$ cat src/rtl/cram_burst_feeder_pkg.sv
// Shared constants and FSM encoding for the CellularRAM burst feeder.
package cram_burst_feeder_pkg;

    localparam int unsigned CRAM_DATA_W = 16;
    localparam int unsigned CRAM_ADDR_W = 20;
    localparam int unsigned MAX_BURST   = 16;
    localparam int unsigned LEN_W       = 5;

    typedef enum logic [1:0] {
        ST_IDLE      = 2'd0,
        ST_WAIT_DATA = 2'd1,
        ST_BURST     = 2'd2,
        ST_FINISH    = 2'd3
    } feeder_state_e;

endpackage

$ cat src/rtl/cram_burst_feeder_if.sv
// User write port, burst command/status and engine-facing signals of the feeder.
interface cram_burst_feeder_if
    import cram_burst_feeder_pkg::*;
#(
    parameter int unsigned DATA_W = CRAM_DATA_W,
    parameter int unsigned ADDR_W = CRAM_ADDR_W
);
    logic [DATA_W-1:0] WrData;
    logic              WrValid;
    logic              WrReady;
    logic [ADDR_W-1:0] StartAddr;
    logic [LEN_W-1:0]  Length;
    logic              Start;
    logic              Busy;
    logic              Complete;
    logic              Short;
    logic              OverYield;
    logic              CmdError;
    logic [DATA_W-1:0] BurstDataOut;
    logic [ADDR_W-1:0] BurstAddrOut;
    logic              BurstCE;
    logic              BurstYield;
    logic              BurstDone;

    modport master (
        output WrData, WrValid, StartAddr, Length, Start, BurstYield, BurstDone,
        input  WrReady, Busy, Complete, Short, OverYield, CmdError,
               BurstDataOut, BurstAddrOut, BurstCE
    );

    modport slave (
        input  WrData, WrValid, StartAddr, Length, Start, BurstYield, BurstDone,
        output WrReady, Busy, Complete, Short, OverYield, CmdError,
               BurstDataOut, BurstAddrOut, BurstCE
    );
endinterface

$ cat src/rtl/cram_burst_feeder_burst_word_fifo.sv
// Show-ahead word FIFO with occupancy count; push and pop may coincide.
module burst_word_fifo #(
    parameter int unsigned DATA_W = 16,
    parameter int unsigned DEPTH  = 16
) (
    input  logic                     clk,
    input  logic                     rst,
    input  logic                     push_i,
    input  logic [DATA_W-1:0]        push_data_i,
    input  logic                     pop_i,
    output logic [DATA_W-1:0]        head_o,
    output logic [$clog2(DEPTH):0]   count_o,
    output logic                     full_o,
    output logic                     empty_o
);
    localparam int unsigned PTR_W = $clog2(DEPTH);
    localparam int unsigned CNT_W = PTR_W + 1;

    logic [DATA_W-1:0] mem_q [DEPTH];
    logic [PTR_W-1:0]  wr_ptr_q, rd_ptr_q;
    logic [CNT_W-1:0]  count_q;
    logic              push_ok, pop_ok;

    assign full_o  = (count_q == CNT_W'(DEPTH));
    assign empty_o = (count_q == '0);
    assign push_ok = push_i && !full_o;
    assign pop_ok  = pop_i && !empty_o;
    assign head_o  = mem_q[rd_ptr_q];
    assign count_o = count_q;

    // Storage carries no reset; only pointers and count define validity.
    always_ff @(posedge clk) begin
        if (push_ok) begin
            mem_q[wr_ptr_q] <= push_data_i;
        end
    end

    always_ff @(posedge clk) begin
        if (rst) begin
            wr_ptr_q <= '0;
            rd_ptr_q <= '0;
            count_q  <= '0;
        end else begin
            if (push_ok) wr_ptr_q <= wr_ptr_q + PTR_W'(1);
            if (pop_ok)  rd_ptr_q <= rd_ptr_q + PTR_W'(1);
            count_q <= count_q + CNT_W'(push_ok) - CNT_W'(pop_ok);
        end
    end
endmodule

$ cat src/rtl/cram_burst_feeder.sv
// Burst request stage: buffers write words, gates the engine CE for one burst
// and reports short / over-run bursts.
module cram_burst_feeder
    import cram_burst_feeder_pkg::*;
#(
    parameter int unsigned DATA_W = CRAM_DATA_W,
    parameter int unsigned ADDR_W = CRAM_ADDR_W,
    parameter int unsigned DEPTH  = MAX_BURST
) (
    input  logic                CLK,
    input  logic                Reset,
    cram_burst_feeder_if.slave  bus
);
    localparam int unsigned CNT_W = $clog2(DEPTH) + 1;

    feeder_state_e     state_q, state_d;
    logic [ADDR_W-1:0] addr_q, addr_d;
    logic [LEN_W-1:0]  len_q, len_d;
    logic [LEN_W-1:0]  wcnt_q, wcnt_d;
    logic [LEN_W-1:0]  discard_q, discard_d;
    logic              short_q, short_d;
    logic              over_q, over_d;
    logic              complete_q, complete_d;
    logic              cmd_err_q, cmd_err_d;
    logic              busy_q, busy_d;
    logic              ce_q, ce_d;

    logic              fifo_pop;
    logic [DATA_W-1:0] fifo_head;
    logic [CNT_W-1:0]  fifo_count;
    logic              fifo_full, fifo_empty;
    logic              len_ok;

    burst_word_fifo #(
        .DATA_W (DATA_W),
        .DEPTH  (DEPTH)
    ) u_fifo (
        .clk         (CLK),
        .rst         (Reset),
        .push_i      (bus.WrValid),
        .push_data_i (bus.WrData),
        .pop_i       (fifo_pop),
        .head_o      (fifo_head),
        .count_o     (fifo_count),
        .full_o      (fifo_full),
        .empty_o     (fifo_empty)
    );

    assign len_ok = (bus.Length != '0) && (bus.Length <= LEN_W'(DEPTH));

    // State and status registers.
    always_ff @(posedge CLK) begin
        if (Reset) begin
            state_q    <= ST_IDLE;
            addr_q     <= '0;
            len_q      <= '0;
            wcnt_q     <= '0;
            discard_q  <= '0;
            short_q    <= 1'b0;
            over_q     <= 1'b0;
            complete_q <= 1'b0;
            cmd_err_q  <= 1'b0;
            busy_q     <= 1'b0;
            ce_q       <= 1'b0;
        end else begin
            state_q    <= state_d;
            addr_q     <= addr_d;
            len_q      <= len_d;
            wcnt_q     <= wcnt_d;
            discard_q  <= discard_d;
            short_q    <= short_d;
            over_q     <= over_d;
            complete_q <= complete_d;
            cmd_err_q  <= cmd_err_d;
            busy_q     <= busy_d;
            ce_q       <= ce_d;
        end
    end

    // Next-state, counters, sticky flags and FIFO pop.
    always_comb begin
        state_d   = state_q;
        addr_d    = addr_q;
        len_d     = len_q;
        wcnt_d    = wcnt_q;
        discard_d = discard_q;
        short_d   = short_q;
        over_d    = over_q;
        cmd_err_d = 1'b0;
        fifo_pop  = 1'b0;

        unique case (state_q)
            ST_IDLE: begin
                if (bus.Start) begin
                    if (len_ok) begin
                        addr_d    = bus.StartAddr;
                        len_d     = bus.Length;
                        wcnt_d    = '0;
                        discard_d = '0;
                        short_d   = 1'b0;
                        over_d    = 1'b0;
                        state_d   = ST_WAIT_DATA;
                    end else begin
                        cmd_err_d = 1'b1;
                    end
                end
            end
            ST_WAIT_DATA: begin
                if (fifo_count >= CNT_W'(len_q)) state_d = ST_BURST;
            end
            ST_BURST: begin
                if (bus.BurstYield) begin
                    if (wcnt_q < len_q) begin
                        fifo_pop = 1'b1;
                        wcnt_d   = wcnt_q + LEN_W'(1);
                    end else begin
                        over_d = 1'b1;
                    end
                end
                // Short evaluation sees the count already advanced by a same-cycle yield.
                if (bus.BurstDone) begin
                    state_d = ST_FINISH;
                    if (wcnt_d < len_q) begin
                        short_d   = 1'b1;
                        discard_d = len_q - wcnt_d;
                    end else begin
                        discard_d = '0;
                    end
                end
            end
            ST_FINISH: begin
                if (discard_q != '0) begin
                    fifo_pop  = !fifo_empty;
                    discard_d = discard_q - LEN_W'(1);
                end else begin
                    state_d = ST_IDLE;
                end
            end
            default: state_d = ST_IDLE;
        endcase

        complete_d = (state_d == ST_FINISH) && (discard_d == '0);
        busy_d     = (state_d != ST_IDLE);
        ce_d       = (state_d == ST_BURST);
    end

    assign bus.WrReady      = !fifo_full;
    assign bus.Busy         = busy_q;
    assign bus.BurstCE      = ce_q;
    assign bus.Complete     = complete_q;
    assign bus.CmdError     = cmd_err_q;
    assign bus.Short        = short_q;
    assign bus.OverYield    = over_q;
    assign bus.BurstAddrOut = addr_q;
    // Words past the burst length read as zero rather than the next FIFO entry.
    assign bus.BurstDataOut = (state_q == ST_BURST && wcnt_q < len_q) ? fifo_head : '0;

endmodule

$ cat src/flat_wrapper.sv
// flat-port wrapper written by rule: the top's interface ports become plain ports
module cram_burst_feeder_flat import cram_burst_feeder_pkg::*;
#(
    parameter int unsigned DATA_W = CRAM_DATA_W,
    parameter int unsigned ADDR_W = CRAM_ADDR_W,
    parameter int unsigned DEPTH  = MAX_BURST
)
  (CLK, Reset, bus_WrData, bus_WrValid, bus_StartAddr, bus_Length, bus_Start, bus_BurstYield, bus_BurstDone, bus_WrReady, bus_Busy, bus_Complete, bus_Short, bus_OverYield, bus_CmdError, bus_BurstDataOut, bus_BurstAddrOut, bus_BurstCE);
  cram_burst_feeder_if #(.DATA_W(DATA_W), .ADDR_W(ADDR_W)) bus_i ();
  input  logic CLK;
  input  logic Reset;
  input wire logic [$bits(bus_i.WrData)-1:0] bus_WrData;
  input wire logic [$bits(bus_i.WrValid)-1:0] bus_WrValid;
  input wire logic [$bits(bus_i.StartAddr)-1:0] bus_StartAddr;
  input wire logic [$bits(bus_i.Length)-1:0] bus_Length;
  input wire logic [$bits(bus_i.Start)-1:0] bus_Start;
  input wire logic [$bits(bus_i.BurstYield)-1:0] bus_BurstYield;
  input wire logic [$bits(bus_i.BurstDone)-1:0] bus_BurstDone;
  output wire logic [$bits(bus_i.WrReady)-1:0] bus_WrReady;
  output wire logic [$bits(bus_i.Busy)-1:0] bus_Busy;
  output wire logic [$bits(bus_i.Complete)-1:0] bus_Complete;
  output wire logic [$bits(bus_i.Short)-1:0] bus_Short;
  output wire logic [$bits(bus_i.OverYield)-1:0] bus_OverYield;
  output wire logic [$bits(bus_i.CmdError)-1:0] bus_CmdError;
  output wire logic [$bits(bus_i.BurstDataOut)-1:0] bus_BurstDataOut;
  output wire logic [$bits(bus_i.BurstAddrOut)-1:0] bus_BurstAddrOut;
  output wire logic [$bits(bus_i.BurstCE)-1:0] bus_BurstCE;
  assign bus_i.WrData = bus_WrData;
  assign bus_i.WrValid = bus_WrValid;
  assign bus_i.StartAddr = bus_StartAddr;
  assign bus_i.Length = bus_Length;
  assign bus_i.Start = bus_Start;
  assign bus_i.BurstYield = bus_BurstYield;
  assign bus_i.BurstDone = bus_BurstDone;
  assign bus_WrReady = bus_i.WrReady;
  assign bus_Busy = bus_i.Busy;
  assign bus_Complete = bus_i.Complete;
  assign bus_Short = bus_i.Short;
  assign bus_OverYield = bus_i.OverYield;
  assign bus_CmdError = bus_i.CmdError;
  assign bus_BurstDataOut = bus_i.BurstDataOut;
  assign bus_BurstAddrOut = bus_i.BurstAddrOut;
  assign bus_BurstCE = bus_i.BurstCE;
  cram_burst_feeder #(.DATA_W(DATA_W), .ADDR_W(ADDR_W), .DEPTH(DEPTH)) u_core (.CLK(CLK), .Reset(Reset), .bus(bus_i));
endmodule
$ cat config.mk
export PLATFORM = sky130hd
export DESIGN_NAME = cram_burst_feeder_flat
export DESIGN_NICKNAME = d
export VERILOG_FILES = /design/src/rtl/cram_burst_feeder_pkg.sv /design/src/rtl/cram_burst_feeder_if.sv /design/src/rtl/cram_burst_feeder_burst_word_fifo.sv /design/src/rtl/cram_burst_feeder.sv /design/src/flat_wrapper.sv
export SDC_FILE = /design/constraint.sdc
export NUM_CORES = 1
export LEC_CHECK = 0
export ABC_AREA = 1
export BUFFER_PORTS_ARGS = -buffer_cell sky130_fd_sc_hd__buf_2
export CORE_MARGIN = 4
export CORE_UTILIZATION = 25
export CTS_BUF_LIST = sky130_fd_sc_hd__clkbuf_16
export CTS_CLUSTER_DIAMETER = 60
export DETAILED_ROUTE_END_ITERATION = 8
export REMOVE_ABC_BUFFERS = 1
export SETUP_SLACK_MARGIN = 0.1
export SLEW_MARGIN = 20
export SYNTH_ARGS = -nofsm -noshare
export SYNTH_HDL_FRONTEND = slang
export SYNTH_SLANG_ARGS = --single-unit
$ cat constraint.sdc
create_clock -name CLK -period 3.27 [get_ports CLK]
set_clock_uncertainty 0.1 [all_clocks]
set_input_delay 0.1635 -clock CLK [delete_from_list [all_inputs] [get_ports CLK]]
set_output_delay 0.1635 -clock CLK [all_outputs]
set_load 0.005 [all_outputs]
Word level (Yosys, flattened, before mapping) --
Memory sizes are Yosys's and may differ from the RTL's. A register that Yosys moved wholly into a read port is not among the register bits. Index checks and enable logic that the tools add are counted.
Cells by class: $add $sub $neg 7, equal/unequal tests 12, order comparisons 4, reductions and logical operators 19, bitwise logic cells 2, mux-type cells 36
Operators by type and width (number):
- two-way mux 5 bit | 10
- two-way mux 16 bit | 1
- one-hot mux 5 bit (3 select lines) | 1
- two-way mux 1 bit | 12
- zero test 5 bit | 2
- < comparator 5 bit | 2
- two-way mux 2 bit | 5
- one-hot mux 5 bit (2 select lines) | 1
- AND reduction 5 bit | 2
- nonzero test 5 bit | 2
- adder 4 x 1 -> 4 bit (second input constant) | 2
- == test 2 bit (second input constant) | 4
- two-way mux 4 bit | 2
- inequality test 2 bit (second input constant) | 4
- one-hot mux 2 bit (4 select lines) | 1
- one-hot mux 1 bit (2 select lines) | 3
- AND reduction 3 bit | 2
- adder 5 x 1 -> 5 bit | 1
- adder 5 x 1 -> 5 bit (second input constant) | 1
- == test 5 bit (second input constant) | 1
- >= comparator 5 bit | 1
- <= comparator 5 bit (second input constant) | 1
- logical AND 1 bit | 5
- subtractor 5 x 1 -> 5 bit | 1
- other kinds (9) | 13
Word-level totals: bits of input ports 47, RAM bits 256, bits in registers 56, logic and storage cells 95, memories kept 1, output and inout bits 43
Memories:
- u_core.u_fifo.mem_q | words 16, width 16, read ports 1, clocked after Yosys merged registers in 1, write ports 1, line cram_burst_feeder_burst_word_fifo.sv:19 | logic [DATA_W-1:0] mem_q [DEPTH];

Longest topological paths before layout --
word-level depth 10, mapped depth 23, gate-level depth less buffers 23

By module --
Synthesis repeated with hierarchy kept, for this count alone.
Second synthesis, totals: cells, all modules 1546, area, all modules 14406.3 µm²
By module, submodules not included:
- burst_word_fifo | sequential area each 8027.7 µm², instances 1, cells each 1165, area an instance 11891.4 µm²
- cram_burst_feeder | sequential area each 860.8 µm², instances 1, cells each 381, area an instance 2514.9 µm²

Worst setup path after synthesis --
OpenSTA, ideal clock, no wires.
path type register to register, from register u_core.len_q[4], to register u_core.u_fifo.count_q[4] (netlist: u_core.u_fifo.count_o[4]), library setup time 0.128 ns, buffers on the path 0, slack 0.330 ns, period minus slack after synthesis 2.940 ns, arrival 2.712 ns, required time 3.042 ns, cell stages (with the launch flop) 20, cell sequence dfxtp_1 inv_1 ha_1 a21oi_1 o21a_2 nand2_2 nor2_4 nand2_1 nand2_1 nand2_2 clkinv_2 ha_1 inv_1 ha_1 inv_1 fa_1 nor3_1 a211oi_1 o21ai_0 a21oi_1
Between the ends: cells in the longest elaborated chain, start to end 6
Ends and longest elaborated chain:
- start: declaration | line cram_burst_feeder.sv:18 | logic [LEN_W-1:0] len_q, len_d;
- start signal: assignment | line cram_burst_feeder.sv:68 | len_q <= len_d;
- < comparator 5 bit | line cram_burst_feeder.sv:113 | if (wcnt_q < len_q) begin
- two-way mux 1 bit | line cram_burst_feeder.sv:113
- two-way mux 1 bit | line cram_burst_feeder.sv:112 | if (bus.BurstYield) begin
- one-hot mux 1 bit (2 select lines) | line cram_burst_feeder.sv:92 | unique case (state_q)
- logical AND 1 bit | line cram_burst_feeder_burst_word_fifo.sv:27 | assign pop_ok = pop_i && !empty_o;
- named net u_core.u_fifo.pop_ok | line cram_burst_feeder_burst_word_fifo.sv:22 | logic push_ok, pop_ok;
- subtractor 5 x 1 -> 5 bit | line cram_burst_feeder_burst_word_fifo.sv:46 | count_q <= count_q + CNT_W'(push_ok) - CNT_W'(pop_ok);
- end signal: assignment | line cram_burst_feeder_burst_word_fifo.sv:46
- end: declaration | line cram_burst_feeder_burst_word_fifo.sv:21 | logic [CNT_W-1:0] count_q;
The timed path passes the listed nets, and every way through them passes these cells. A chain may end at the register's enable or synchronous reset.

Final worst setup path --
Ends and elaborated chain as after synthesis.

==> metrics.md <==
| Metric | Value |
|---|---|
| Final hold vios | 0 |
| Final HPWL DP | 19.86 mm |
| M2 GR Usage | 0.1901 |
| EDFF count, synth | 256 |
| CP Class | flip-flop to flip-flop |
| Total power | 0.01049 W |
| TritonCTS Buffers | 34 |
| CTS sink cnt | 316 |
| Remaining Overflow, GRT | 0 |
| CP max-delay cell | fa_2 |
| Initial DRC Count | 875 |
| Rel. slew slack | 0.3871 |
| WP data required | 3.57 ns |
| Synth cell types | 50 |
| CTS Buffer Depth | 3 |
| I/O pin cnt | 90 |
| Ys Warns | 0 |
| Htree depth | 2 |
| Root buffer selected by CTS | clkbuf_16 |
| R2R Path Start | u_core.len_q[4] |
| Peak supply drop | 0.3982 mV |
| Drc violations | 0 |
| Met1 usage | 0.1570 |
| Fin nets | 1408 |
| Cell Rows | 84 |
| Seq cells post-synth | 316 |
| Layout area overhead | 22.56% |
| Wirelength per Cell | 16.50 um |
| GRT Overall Usage | 0.1160 |
| Post-Route WL | 33.70 mm |
| Slowest stage delay, CP | 0.41 ns |
| Slew @ Worst Pin | 0.9184 ns |
| F_max | 332.1 MHz |
| RSZ-0062 raised after global routing | yes |
| TritonRoute pass-1 iters | 5 |
| Status | completed |
| Post-synthesis sequential area ratio | 0.6653 |
| Initial antenna violation count | 1 |
| Synth top area share | 0.5754 |
| Worst Hold Class | input pin to flip-flop |
| Port buffer count | 89 |
| Share of post-route cells with drive strength above 1 | 0.1737 |
| Antenna viol nets, final | 0 |
| GRT met3 Usage | 0.02545 |
| Fin util | 0.3104 |
| Final setup viols | 0 |
| Post-Syn Area | 13360 um2 |
| Core Area | 52760 um2 |
| CTS tree | done |
| Die Area | 57200 um2 |
| Synth top cells by count | edfxtp_1 (256), nand2_1 (252), a21oi_1 (136) |
| Register area | 8897 um2 |
| Via count | 9496 |
| Worst setup SP type | flip-flop |
| Critical-path maximum fanout | 3 |
| Syn Inst Count | 1180 |
| Via density | 4.650 |
| Syn Area/Cell | 11.32 um2 |
| First-pass GRT wire length | 52.90 mm |
| Die W | 239.2 um |
| Clock slew at reported path FFs | 0.06 ns |
| GRT Max-Usage Layer | met2 |
| Min-delay src | bus_StartAddr[7] |
| Pleak | 6.159 nW |
| Top FF cell, synth | edfxtp_1 |
| Max-Cap Viols | 0 |
| Worst skew pair latency | 0.52 ns |
| Die Height | 239.2 um |
| Most common cell in the netlist | edfxtp_1 |
| Async set or reset register ratio after synthesis | 0 |
| PD cells | 640.7 nW/um2 |
| Tcrit/Tclk final | 0.9209 |
| Worst Path Arrival | 3.31 ns |
| Multi-input logic area | 4005 um2 |
| Top cells by area, synth | edfxtp_1 (58%), dfxtp_1 (9.0%), nand2_1 (7.1%), a21oi_1 (5.1%), nor2_1 (3.1%) |
| Fill cells | 5322 |
| Max-slew violations | 0 |
| Worst setup startpoint | u_core.len_q[4] |
| GPL Wtd Cong | 0.8218 |
| Critical path cell sequence | inv_2 > ha_4 > a21oi_1 > o21a_4 > nand2_4 > nor2_4 > nand2_1 > nand2_1 > nand2_2 > inv_4 > ha_1 > inv_1 > ha_1 > inv_1 > fa_2 > nor3_2 > a211oi_1 > o21ai_1 > a21oi_1 |
| Largest net degree at the start of global routing | 129 |
| Tmin final | 3.011 ns |
| Vias in the first global route | 9502 |
| Critical path endpoint category | flip-flop |
| Starting Density | 0.2532 |
| Post-synth top area cell | edfxtp_1 |
[final timing paths]
path	slack, ns	to	depth (start not counted)
worst max-delay path	0.26	u_core.u_fifo.count_o[4]	19
worst min-delay path	0.30	u_core.bus.BurstAddrOut[7]	4
worst max register to register	0.26	u_core.u_fifo.count_o[4]	19
worst min register to register	0.36	u_core.bus.Short	2
[power by group]
part           leakage [nW]  switching, W  total, W  internal, W
logic                  2.82       0.00132   0.00209     0.000773
clock network         0.538       0.00158   0.00369      0.00211
registers              2.80      0.000126   0.00471      0.00459
total                  6.16       0.00302    0.0105      0.00747
[layout make-up]
type                            count  area share
Antenna cell                        1   0.0001528
Sequential cell                   316      0.5434
Clock inverter                     22     0.01123
Inverter                           63     0.01482
Tap cell                          688     0.05257
Clock buffer                       35     0.05349
Timing Repair Buffer              178     0.07977
Multi-Input combinational cell    739      0.2446
[through the flow]
step | TNS, ns | worst slack, ns | hold slack, ns | instance area [um2] | cells
global route | 0 | 0.07678 | 0.3193 | 16370 | 2041
floorplan | -24.01 | -1.569 | 0.1302 | 13020 | 1118
global placement | 0 | 0.1626 | 0.2826 | 14680 | 1928
finish | 0 | 0.2588 | 0.3035 | 16370 | 2042
detailed placement | 0 | 0.1041 | 0.2912 | 14680 | 1928
CTS | 0 | 0.1055 | 0.2739 | 16270 | 2037
[registers in the layout (all words and copies together) (netlist names), named ones only]
signal                   cells
u_core.wcnt_q                5
u_core.state_q               2
u_core.bus.Complete          1
u_core.bus.Short             1
u_core.bus.BurstAddrOut     20
u_core.u_fifo.mem_q        256
u_core.u_fifo.wr_ptr_q       4
u_core.bus.OverYield         1
u_core.len_q                 5
u_core.u_fifo.rd_ptr_q       4
u_core.bus.BurstCE           1
u_core.bus.CmdError          1
u_core.u_fifo.count_o        5
u_core.bus.Busy              1
u_core.discard_q             5
[what timing repair did]
item                                    in CTS  in global routing
endpoints found under the setup margin       1                  7
pin swaps                                    0                  5
setup buffers                                0                  4
hold endpoints to repair                   302                  0
resized for setup                            1                 20
hold buffers                                52                  0
[layout by cell type (no fill, tap or decap), drive strengths merged, types with 4 or more instances in the layout]
| cell type | count |
|---|---|
| nand3 | 29 |
| dlygate4sd3 | 52 |
| a221oi | 23 |
| clkinv | 12 |
| xor2 | 4 |
| a22oi | 22 |
| buf | 126 |
| nand4 | 7 |
| nand3b | 4 |
| o21ai | 46 |
| clkbuf | 35 |
| o22ai | 4 |
| nor2 | 114 |
| inv | 70 |
| nand2 | 262 |
| edfxtp | 256 |
| dfxtp | 60 |
| a21oi | 138 |
| ha | 27 |
| a32o | 15 |
| o211ai | 15 |
| nor3 | 13 |
[kinds of logic after synthesis]
logic type	count (synthesis)	share of synthesized area
XOR/XNOR	7	0.004589
adder cells (fa/ha/maj)	29	0.02828
AND/OR/NAND/NOR	433	0.1350
flip-flops	316	0.6653
buffers and inverters	125	0.04364
AO/OA/AOI/OAI	270	0.1231
[routing by layer]
metal	vias up	share of wire	wire length (um)
li1	4510	-	-
met1	4637	0.44	14950
met2	305	0.47	15860
met3	44	0.069	2320
met4	0	0.017	573
met5	-	0	0
[critical path: cells and delay by family, from the launching register on]
kind	cells	cell delay (ns)
and+or+nand+nor	6	0.54
DFF	1	0.35
AOI/OAI and AO/OA	5	0.62
adders and majority gates	4	1.01
buffers and inverters	4	0.27
No activity file was read; power rests on OpenSTA's default activity.
